--- config.mk ---
export PLATFORM = sky130hd
export DESIGN_NAME = concat_packer
export DESIGN_NICKNAME = d
export VERILOG_FILES = /design/src/rtl/concat_packer_pkg.sv /design/src/rtl/concat_packer_align.sv /design/src/rtl/concat_packer.sv
export SDC_FILE = /design/constraint.sdc
export NUM_CORES = 1
export LEC_CHECK = 0
export CORE_ASPECT_RATIO = 0.7
export CORE_MARGIN = 3
export CORE_UTILIZATION = 64
export CTS_BUF_LIST = sky130_fd_sc_hd__clkbuf_4
export DETAILED_ROUTE_END_ITERATION = 16
export PLACE_DENSITY = 0.87
export SYNTH_ARGS = -nofsm -noshare
export SYNTH_HDL_FRONTEND = slang
export SYNTH_SLANG_ARGS = --single-unit
--- constraint.sdc ---
create_clock -name clk -period 7.8 [get_ports clk]
set_clock_uncertainty 0.1 [all_clocks]
set_input_delay 1.17 -clock clk [delete_from_list [all_inputs] [get_ports clk]]
set_output_delay 1.17 -clock clk [all_outputs]
set_load 0.1 [all_outputs]
--- src/rtl/concat_packer_pkg.sv ---
// Shared constants and width helpers for the concat_packer bit-field packer.
package concat_packer_pkg;

   localparam int CONCAT_OUT_W_DEF = 8;
   localparam int CONCAT_IN_W_DEF  = 4;

   // What the output register takes on the next edge, if anything.
   typedef enum logic [1:0] {
      LOAD_NONE,
      LOAD_WORD,
      LOAD_FLUSH
   } load_kind_e;

   function automatic int len_w(input int in_w);
      return $clog2(in_w + 1);
   endfunction

   function automatic int fill_w(input int out_w);
      return $clog2(out_w + 1);
   endfunction

endpackage

--- src/rtl/concat_packer_align.sv ---
// Combinational core: appends a field below the accumulator bits and splits
// off a completed word when the combined length reaches OUT_W.
module concat_packer_align
   import concat_packer_pkg::*;
#(
   parameter int OUT_W = CONCAT_OUT_W_DEF,
   parameter int IN_W  = CONCAT_IN_W_DEF,
   localparam int LW   = len_w(IN_W),
   localparam int FW   = fill_w(OUT_W)
) (
   input  logic [OUT_W-1:0] acc,
   input  logic [FW-1:0]    fill,
   input  logic [IN_W-1:0]  field,
   input  logic [LW-1:0]    len,
   output logic [OUT_W-1:0] acc_next,
   output logic [FW-1:0]    fill_next,
   output logic [OUT_W-1:0] word,
   output logic             word_done,
   output logic [FW-1:0]    residual
);

   localparam int CW = OUT_W + IN_W;
   localparam int TW = FW + 1;

   logic [LW-1:0] len_c;
   logic [CW-1:0] acc_m;
   logic [CW-1:0] field_m;
   logic [CW-1:0] cat;
   logic [CW-1:0] low_mask;
   logic [TW-1:0] total;

   // The combined bit string always sits right-aligned in cat, so a completed
   // word is simply its top OUT_W valid bits and the residual stays below.
   always_comb begin
      len_c     = (len > LW'(IN_W)) ? LW'(IN_W) : len;
      acc_m     = CW'(acc) & ~({CW{1'b1}} << fill);
      field_m   = CW'(field) & ~({CW{1'b1}} << len_c);
      cat       = (acc_m << len_c) | field_m;
      total     = TW'(fill) + TW'(len_c);
      word_done = (total >= TW'(OUT_W));
      residual  = word_done ? FW'(total - TW'(OUT_W)) : '0;
      low_mask  = ~({CW{1'b1}} << residual);
      word      = OUT_W'(cat >> residual);
      acc_next  = word_done ? OUT_W'(cat & low_mask) : OUT_W'(cat);
      fill_next = word_done ? residual : FW'(total);
   end

endmodule

--- src/rtl/concat_packer.sv ---
// Bit-field packer top: slot/flush control and output register.
// Optional handshake counter enabled by defining CONCAT_PACKER_STATS_EN.
module concat_packer
   import concat_packer_pkg::*;
#(
   parameter int OUT_W = CONCAT_OUT_W_DEF,
   parameter int IN_W  = CONCAT_IN_W_DEF,
   localparam int LW   = len_w(IN_W),
   localparam int FW   = fill_w(OUT_W)
) (
   input  logic             clk,
   input  logic             rst,
   input  logic             in_valid,
   output logic             in_ready,
   input  logic [IN_W-1:0]  in_data,
   input  logic [LW-1:0]    in_len,
   input  logic             flush,
   output logic             flush_done,
   output logic             out_valid,
   input  logic             out_ready,
   output logic [OUT_W-1:0] out_data,
   output logic [FW-1:0]    out_len
`ifdef CONCAT_PACKER_STATS_EN
   ,
   output logic [15:0]      words_out
`endif
);

   logic [OUT_W-1:0] acc;
   logic [OUT_W-1:0] acc_next;
   logic [OUT_W-1:0] word;
   logic [OUT_W-1:0] flush_word;
   logic [FW-1:0]    fill;
   logic [FW-1:0]    fill_next;
   logic [FW-1:0]    residual;
   logic             word_done;
   logic             slot_free;
   logic             accept;
   logic             flush_take;
   load_kind_e       load_kind;

   concat_packer_align #(
      .OUT_W(OUT_W),
      .IN_W (IN_W)
   ) u_align (
      .acc      (acc),
      .fill     (fill),
      .field    (in_data),
      .len      (in_len),
      .acc_next (acc_next),
      .fill_next(fill_next),
      .word     (word),
      .word_done(word_done),
      .residual (residual)
   );

   // Flush owns the slot while requested, so a field and a flush never collide.
   always_comb begin
      slot_free  = !out_valid || out_ready;
      in_ready   = slot_free && !flush;
      accept     = in_valid && in_ready;
      flush_take = flush && slot_free;
      flush_word = acc << (FW'(OUT_W) - fill);
      load_kind  = LOAD_NONE;
      if (flush_take && (fill != '0)) begin
         load_kind = LOAD_FLUSH;
      end else if (accept && word_done) begin
         load_kind = LOAD_WORD;
      end
   end

   always_ff @(posedge clk) begin
      if (rst) begin
         acc        <= '0;
         fill       <= '0;
         out_valid  <= 1'b0;
         out_data   <= '0;
         out_len    <= '0;
         flush_done <= 1'b0;
      end else begin
         flush_done <= flush_take;
         case (load_kind)
            LOAD_FLUSH: begin
               out_data  <= flush_word;
               out_len   <= fill;
               out_valid <= 1'b1;
               acc       <= '0;
               fill      <= '0;
            end
            LOAD_WORD: begin
               out_data  <= word;
               out_len   <= FW'(OUT_W);
               out_valid <= 1'b1;
               acc       <= acc_next;
               fill      <= residual;
            end
            default: begin
               if (accept) begin
                  acc  <= acc_next;
                  fill <= fill_next;
               end
               if (out_valid && out_ready) begin
                  out_valid <= 1'b0;
               end
            end
         endcase
      end
   end

`ifdef CONCAT_PACKER_STATS_EN
   always_ff @(posedge clk) begin
      if (rst) begin
         words_out <= '0;
      end else if (out_valid && out_ready && (words_out != 16'hFFFF)) begin
         words_out <= words_out + 16'd1;
      end
   end
`endif

endmodule

==> results.md, run 1 <==
- The worst hold path passes through 2 cells.
- Timing analysis after detailed placement gives a worst setup slack of 1.89 ns.
- After synthesis, the mean cell area works out to approximately 7.5 um^2.
- The element type at the critical path start is a primary input.
- The critical path class is primary input to flip-flop.
- The worst setup path endpoint is out_data[3].
- The share of the core filled with cells in the final layout is 0.741.
- The critical path goes through clkdlybuf4s50_1, nand2b_1, inv_2, ha_1, fa_1, o31ai_1, a211oi_2, o311ai_1, o311ai_1, a21oi_1, o41a_1.
- The count of antenna diodes in the layout is 0.
- The global-route wire length before repair is between 10000 and 15000 um.
- The number of buffers inserted by port buffering is 26.
- Summing internal, switching and leakage power gives ~0.00047 W.
- In this run, post-CTS repair resized a total of 0 instances.
- The number of top-level pins is 27.
- The flow ran to the end, and the final reports show no timing, DRC or antenna violations.
- The total count of hold-check failures in the final report is 0.
- For the worst-skew pair, the clock arrives at the later sink with an insertion delay of 0.33 ns.
- Among all cell types in the netlist, the one instantiated most often is sky130_fd_sc_hd__nor2_1.
- The initial utilization of the core area, before any placement, comes to 0.674.
- Of the post-synthesis cell area, the dominant cell type holds 0.193.
- The slowest stage of the critical path is the sky130_fd_sc_hd__clkdlybuf4s50_1 cell.
- The peak supply drop is ~0.00016 V.
- At the pin with the least slew margin, the transition time is between 1 and 1.5 ns.
- The clock input transition at the sequential cells of the worst setup and hold paths is about 0.14 ns.
- The area enclosed by the die boundary is 5030 um^2.
- For this run, the slowest stage of the critical path takes between 0.8 and 0.9 ns.
- The number of different library cells used by synthesis comes to 72.
- The proportion of synthesized flip-flops having asynchronous set or reset is 0.
- The arrival time at the worst endpoint is about 5.3 ns.
- The DRC violations left is 0.
- The startpoint identified for the worst register-to-register timing path is fill[2].
- In this run the worst setup path begins at in_len[2].
- The TritonCTS clock tree is done.
- The total instance count after detailed placement is 415.
- In this run the power density over the cells is about 160 nW/um^2.
- The number of antenna violations at the first check in global routing is 0.
- In this run the number of cells on the critical path is 11.
- The largest area contributor in the netlist is sky130_fd_sc_hd__dfxtp_1.
- Counting every net in the synthesized netlist gives 381.
- Once layout is complete, the cells apart from fillers number 419.
- The analysis attributes to cell leakage a power of ~1 nW.
- From left edge to right edge, the die measures around 84 um.
- In this run the number of H-tree levels came out at 1.
- Across all register-to-register paths, the minimum setup slack is about 4.1 ns.
- After the first detailed-routing iteration, the DRC count stood at 496.
- The total area inside the core boundary comes to about 4000 um^2.
- The post-route minimum period is 5.21 ns.
- The worst register-to-register path has a depth of 7.
- The post-route clock period utilization is 0.668.
- The kind of cell adding the most delay to the critical path is compound AO/OA/AOI/OAI gates.
- The sequential fraction of the synthesis area is 0.193.
- Setup repair after global routing left no endpoint under its margin.
- The total of flip-flops plus latches after synthesis is 26.
- The required time at the endpoint of the critical path is 7.93 ns.
- The tightest min-delay check is of the flip-flop to flip-flop type.
- The number of global-route vias before repair came to between 2000 and 3000.
- The worst-case headroom to the max-slew limit is 0.277.
- In this run, post-CTS hold repair placed 0 buffers.
- No sink is reached through more buffers than the 2 on the longest clock path.
- The maximum clock frequency is 192 MHz.
- The final number of max-transition violations was 0.
- The detailed router placed 3051 vias in this run.
- The post-layout worst setup margin is 2.59 ns.
- Setup violations remaining at the end of the flow were counted as 0.
- Of all nets on the critical path, the largest fanout is 18.
- Across the run, the number of max-cap violations was 0.
- CTS placed an instance of sky130_fd_sc_hd__clkbuf_4 at the clock tree root.
- After synthesis, the cell types taking the most area are sky130_fd_sc_hd__dfxtp_1, sky130_fd_sc_hd__nor2_1, sky130_fd_sc_hd__a21oi_1.
- From synthesis to final layout, the design area changed by 9.90%.
- For this run, the post-layout net count is 389.
- The number of cells produced by synthesis is 360.
- The remaining number of nets flagged by the antenna check after routing is 0.
- The sum of buffers and inverters on the critical path is 2.
- The total iterations of the first detailed-routing run is 5.
- After detailed routing, the average wire length per cell comes to between 20 and 25 um.
- Once the clock tree was built, the setup fixing pass inserted 0 buffers.
- The final total negative setup slack is 0 ns.
- The most common cell type on the critical path is sky130_fd_sc_hd__o311ai_1.
- The congestion estimate from routability-driven global placement came to roughly 1.0.
- The primary flip-flop cell chosen by synthesis mapping is sky130_fd_sc_hd__dfxtp_1.
- By count the netlist is led by sky130_fd_sc_hd__nor2_1, sky130_fd_sc_hd__a21oi_1, sky130_fd_sc_hd__nand2_1, sky130_fd_sc_hd__dfxtp_1, sky130_fd_sc_hd__clkbuf_1.
- The global routing usage summed across all routing layers is 0.351.
- The vertical die dimension is 60.3 um.
- The endpoint of the worst-slack reg-to-reg timing path is out_data[0].
- Dividing the detail-routed via count by the number of cells gives about 7.3.
- Yosys mapped a number of flops with a built-in enable equal to 0.
- The HPWL reported at the end of detailed placement is about 6600 um.
- The total wire length is 8860 um.
- The kind of end point of the critical path is a flip-flop.
- The total clock buffers created by CTS is 3.
- Of the cells placed in the final design, the portion with a size suffix greater than 1 is 0.0708.
- The filler cells instantiated in the layout total between 300 and 400.
- After synthesis the cells add up to approximately 2700 um^2.
- The number of sinks handled by clock tree synthesis is 26.
- For this run the aggregate overflow at the end of global routing stands at 0.
- The maximum number of pins on one net before global-route repair is 32.
- During synthesis, Yosys emitted a total of 0 warnings.
- The floorplan has 19 rows.
==> logic make-up after synthesis <==
logic type                 count (synthesis)  synth area share
adders and majority gates                  9            0.0446
AOI/OAI and AO/OA                        131             0.364
DFF                                       26             0.193
buffers and inverters                     40            0.0697
xor gates and xnor gates                   3           0.00976
muxes                                     17            0.0707
and+or+nand+nor                          134             0.248
==> power breakdown <==
part	switching (W)	total (W)	internal [W]
clock	0.0000436	0.0000956	0.0000520
sequential	0.0000101	0.000152	0.000142
combinational	0.000159	0.000225	0.0000661
total	0.000212	0.000473	0.000260
==> registers in the layout, indices dropped and copies added, names as in the netlist <==
register and flops:
out_valid 1, acc 8, flush_done 1, out_len 4, fill 4, out_data 8
==> stage by stage <==
stage	hold WS, ns	instance area, um^2
finish	0.377	2960
global route	0.402	2960
CTS	0.380	2950
detailed placement	0.361	2900
floorplan	0.370	2690
global placement	0.357	2900
==> area by class of cell <==
class                   count  area, um^2  share of cell area
clock inverters             1        30.0              0.0102
well taps                  52        65.1              0.0220
multi-input cells         294        1990               0.672
repair buffers             28         275              0.0931
clock buffers               3        22.5             0.00761
flip-flops and latches     26         520               0.176
inverters                  15        56.3              0.0190
==> placed cells by master, fill, tap and decap left out, drive strengths merged, types with 8 or more instances in the layout <==
master          n
a21oi          28
a22oi           9
clkdlybuf4s50  26
dfxtp          26
ha              8
inv            15
mux2i          10
nand2          27
nand3           9
nor2           46
nor3           13
o211ai         10
o21ai          18
o31ai           8
==> per-layer routing <==
layer | GRT usage | part of all wire
met5 | 0 | 0
met4 | 0.0596 | 0.020
met3 | 0.138 | 0.16
met2 | 0.493 | 0.40
met1 | 0.509 | 0.42
==> how the worst min path moves through the flow <==
stage / to / from
final: out_len[0] / out_len[0]
after CTS: out_len[0] / out_len[0]
after global routing: out_len[0] / out_len[0]
after detailed placement: out_len[0] / out_len[0]
after floorplan: acc[1] / acc[1]
after global placement: out_len[0] / out_len[0]
==> tightest hold or removal path: stages (launching register included) <==
cell	delay (ns)
sky130_fd_sc_hd__dfxtp_1	0.34
sky130_fd_sc_hd__nand3_1	0.06
sky130_fd_sc_hd__a21oi_1	0.06
No activity file was read; power rests on OpenSTA's default activity.
==> run 2: changes to the inputs <==
CORE_UTILIZATION = 60   (was 64)
PLACE_DENSITY = 0.82   (was 0.87)
clock period = 5.3 ns   (was 7.8 ns; I/O delays follow)
==> results.md, run 2 (same netlist as run 1, synthesis figures left out) <==
- The flow ran to the end, and the final reports show no timing, DRC or antenna violations.
- The power density over cell area came to 235 nW/um^2 (+47%).
- The global routing usage summed across all routing layers is 0.343 (-0.00729).
- The final number of max-transition violations is 0 (unchanged).
- In the final layout, the registers with the most flip-flops are acc: 8 flops, out_data: 8 flops.
- The post-cts gate resize count came to 0 (unchanged).
- The number of antenna violations at the first check in global routing was 0 (unchanged).
- The total count of hold-check failures in the final report is 0 (unchanged).
- The global route total overflow is 0 (unchanged).
- The HPWL reported at the end of detailed placement was 6690 um (+0.84%).
- The DRC violations left is 0 (unchanged).
- The number of buffers inserted by port buffering is 26 (unchanged).
- The post-route clock period utilization is 0.795.
- The post-cts hold buffer count is 0 (unchanged).
- For this run, the top clock speed supported by timing is around 240 MHz.
- The class of the tightest hold or removal check is flip-flop to flip-flop.
- The number of fill cells in the layout came to 370 (+21%).
- The maximum number of pins on one net before global-route repair is 32 (unchanged).
- The vertical die dimension came to 62.0 um (+3.0%).
- The post-route non-filler standard cell count is 424 (+1.2%).
- The critical path is of the primary input to flip-flop type.
- The worst reg-to-reg setup slack is 1.69 ns (-2.38 ns).
- The global-route wire length before repair is 14100 um (+1.9%).
- The number of global-route vias before repair is 2724 (+5.1%).
- The peak fanout along the critical path is 14 (-4).
- The max-capacitance violation count is 0 (unchanged).
- The share of the core filled with cells in the final layout was 0.727 (-0.0135).
- The worst path needs between 4 and 5 ns of the cycle, external delays included.
- The library cell used most frequently in the layout, excluding fill and tap cells, is sky130_fd_sc_hd__nor2_1.
- The remaining number of nets flagged by the antenna check after routing came to 0 (unchanged).
- The total instance count after detailed placement was 420 (+1.2%).
- The total wire length is 8890 um (+0.30%).
- The ratio of routed vias to standard cells was 7.16 (-1.7%).
- Tracing the worst setup path back leads to its startpoint at in_len[0].
- The routed wirelength normalized by instance count came to 21.0 um (-0.88%).
- The share of layout cells above drive strength 1 was 0.0806 (+0.00980).
- The routed length on met2 was 3520 um (+0.26%).
- The area enclosed by the die boundary is 5340 um^2 (+6.1%).
- Clock tree synthesis selected as its root buffer the cell sky130_fd_sc_hd__clkbuf_4.
- The leakage component of the power is 1.04 nW (+2.4%).
- The DRC marker count from the first detailed-route iteration came to 419 (-16%).
- The required time at the endpoint of the critical path is 5.40 ns (-2.53 ns).
- The global placement routability congestion came to 1.01 (-1.9%).
- The starting utilization of the core area came to 0.654 (-0.0195).
- The x dimension of the die is 86.1 um (+3.0%).
- The final total negative setup slack is 0 ns (unchanged).
- Setup repair after global routing left no endpoint under its margin.
- The arrival time at the worst endpoint came to 4.31 ns (-1.02 ns).
- The total iterations of the first detailed-routing run is 7 (+2).
- The H-tree depth reported by CTS is 1 (unchanged).
- The deepest clock path buffer count is 2 (unchanged).
- The startpoint of the most critical register-to-register path is fill[0].
- The final setup violation count was 0 (unchanged).
- The peak supply drop is 0.000194 V (+23%).
- The row count was 19 (unchanged).
- The number of top-level pins is 27 (unchanged).
- The post-CTS setup repair buffer count is 0 (unchanged).
- The worst hold path terminates at out_len[0].
- The worst-skew pair later-pin latency was 0.34 ns (about the same).
- The total clock buffers created by CTS is 3 (unchanged).
- The via total after detailed routing came to 3036 (-0.49%).
- The standard cell core area is 4110 um^2 (+3.0%).
- The number of nets in the final layout is 394 (+1.3%).
- The endpoint of the worst-slack reg-to-reg timing path is out_data[0].
- The number of cells on the worst hold path came to 2 (unchanged).
- Leaving out fill and tap cells, the most frequent cells in the layout are sky130_fd_sc_hd__nor2_1, sky130_fd_sc_hd__a21oi_1, sky130_fd_sc_hd__nand2_1.
- The routed length on met3 is 1360 um (-5.4%).
- The post-route worst hold slack was 0.377 ns (-0.000830 ns).
- The worst-case headroom to the max-slew limit is 0.165 (-0.112).
- The clock input transition at the sequential cells of the worst setup and hold paths is 0.16 ns (+0.02 ns).
- The top routing layer in use is met4.
- Compared with the post-synthesis result, the final layout area differs by 11.1%.
- The transition time at the pin with the least slew margin was 1.25 ns (+0.174 ns).
- The source of the worst hold timing path is out_len[0].
- The number of sinks handled by clock tree synthesis was 26 (unchanged).
- The kind of end point of the critical path is a flip-flop.
- The count of antenna diodes in the layout is 0 (unchanged).
- The cell depth of the worst flop-to-flop path is 9 (+2).
- The met1 wire length was 3780 um (+1.4%).
- The worst setup path is launched from a primary input.
- The TritonCTS clock tree is done.
run 2: changes by cell type in the layout (fill, tap and decap cells not counted), sizes merged:
cell | previous run | this run
buf | 2 | 7
run 2: how the worst max path moves through the flow:
stage / to / slack, ns
after global routing: acc[2] / 0.95
after CTS: acc[2] / 1.17
after floorplan: acc[2] / 1.46
after detailed placement: acc[2] / 0.82
after global placement: acc[2] / 0.94
final: out_data[0] / 1.09
run 2: worst max-delay path, stage by stage:
cell and delay [ns]:
sky130_fd_sc_hd__clkdlybuf4s50_1 0.39, sky130_fd_sc_hd__buf_4 0.18, sky130_fd_sc_hd__nand2b_1 0.25, sky130_fd_sc_hd__inv_2 0.12, sky130_fd_sc_hd__ha_1 0.28, sky130_fd_sc_hd__fa_1 0.50
sky130_fd_sc_hd__and4bb_4 0.40, sky130_fd_sc_hd__a2111oi_2 0.09, sky130_fd_sc_hd__and2_1 0.27, sky130_fd_sc_hd__nor2_1 0.44, sky130_fd_sc_hd__nor3_1 0.13, sky130_fd_sc_hd__a221oi_1 0.31
sky130_fd_sc_hd__o32ai_1 0.15
run 2: area by class of cell:
class | instances | area, um^2 | share of cell area
multi-input cells | 294 | 1980 | 0.663
flip-flops and latches | 26 | 520 | 0.174
repair buffers | 33 | 313 | 0.105
well taps | 52 | 65.1 | 0.0218
inverters | 15 | 56.3 | 0.0188
clock inverters | 1 | 30.0 | 0.0100
clock buffers | 3 | 22.5 | 0.00753
run 2: report_power, final:
group / leakage (nW) / internal (W) / switching (W)
clock: 0.0279 / 0.0000766 / 0.0000680
sequential: 0.212 / 0.000209 / 0.0000271
combinational: 0.799 / 0.000100 / 0.000223
total: 1.04 / 0.000386 / 0.000318
run 2: metrics by stage:
step | area (um^2) | total power (W) | setup WS [ns]
after floorplan | 2690 | 0.000472 | 1.46
after global placement | 2940 | 0.000551 | 0.936
after detailed placement | 2940 | 0.000551 | 0.818
after CTS | 2990 | 0.000692 | 1.17
after global routing | 2990 | 0.000732 | 0.949
final | 2990 | 0.000704 | 1.09
run 2: per-layer routing:
layer  track usage  vias to the layer above
met5             0                        -
li1              -                     1396
met1         0.485                     1396
met2         0.506                      217
met3         0.124                       27
met4        0.0655                        0
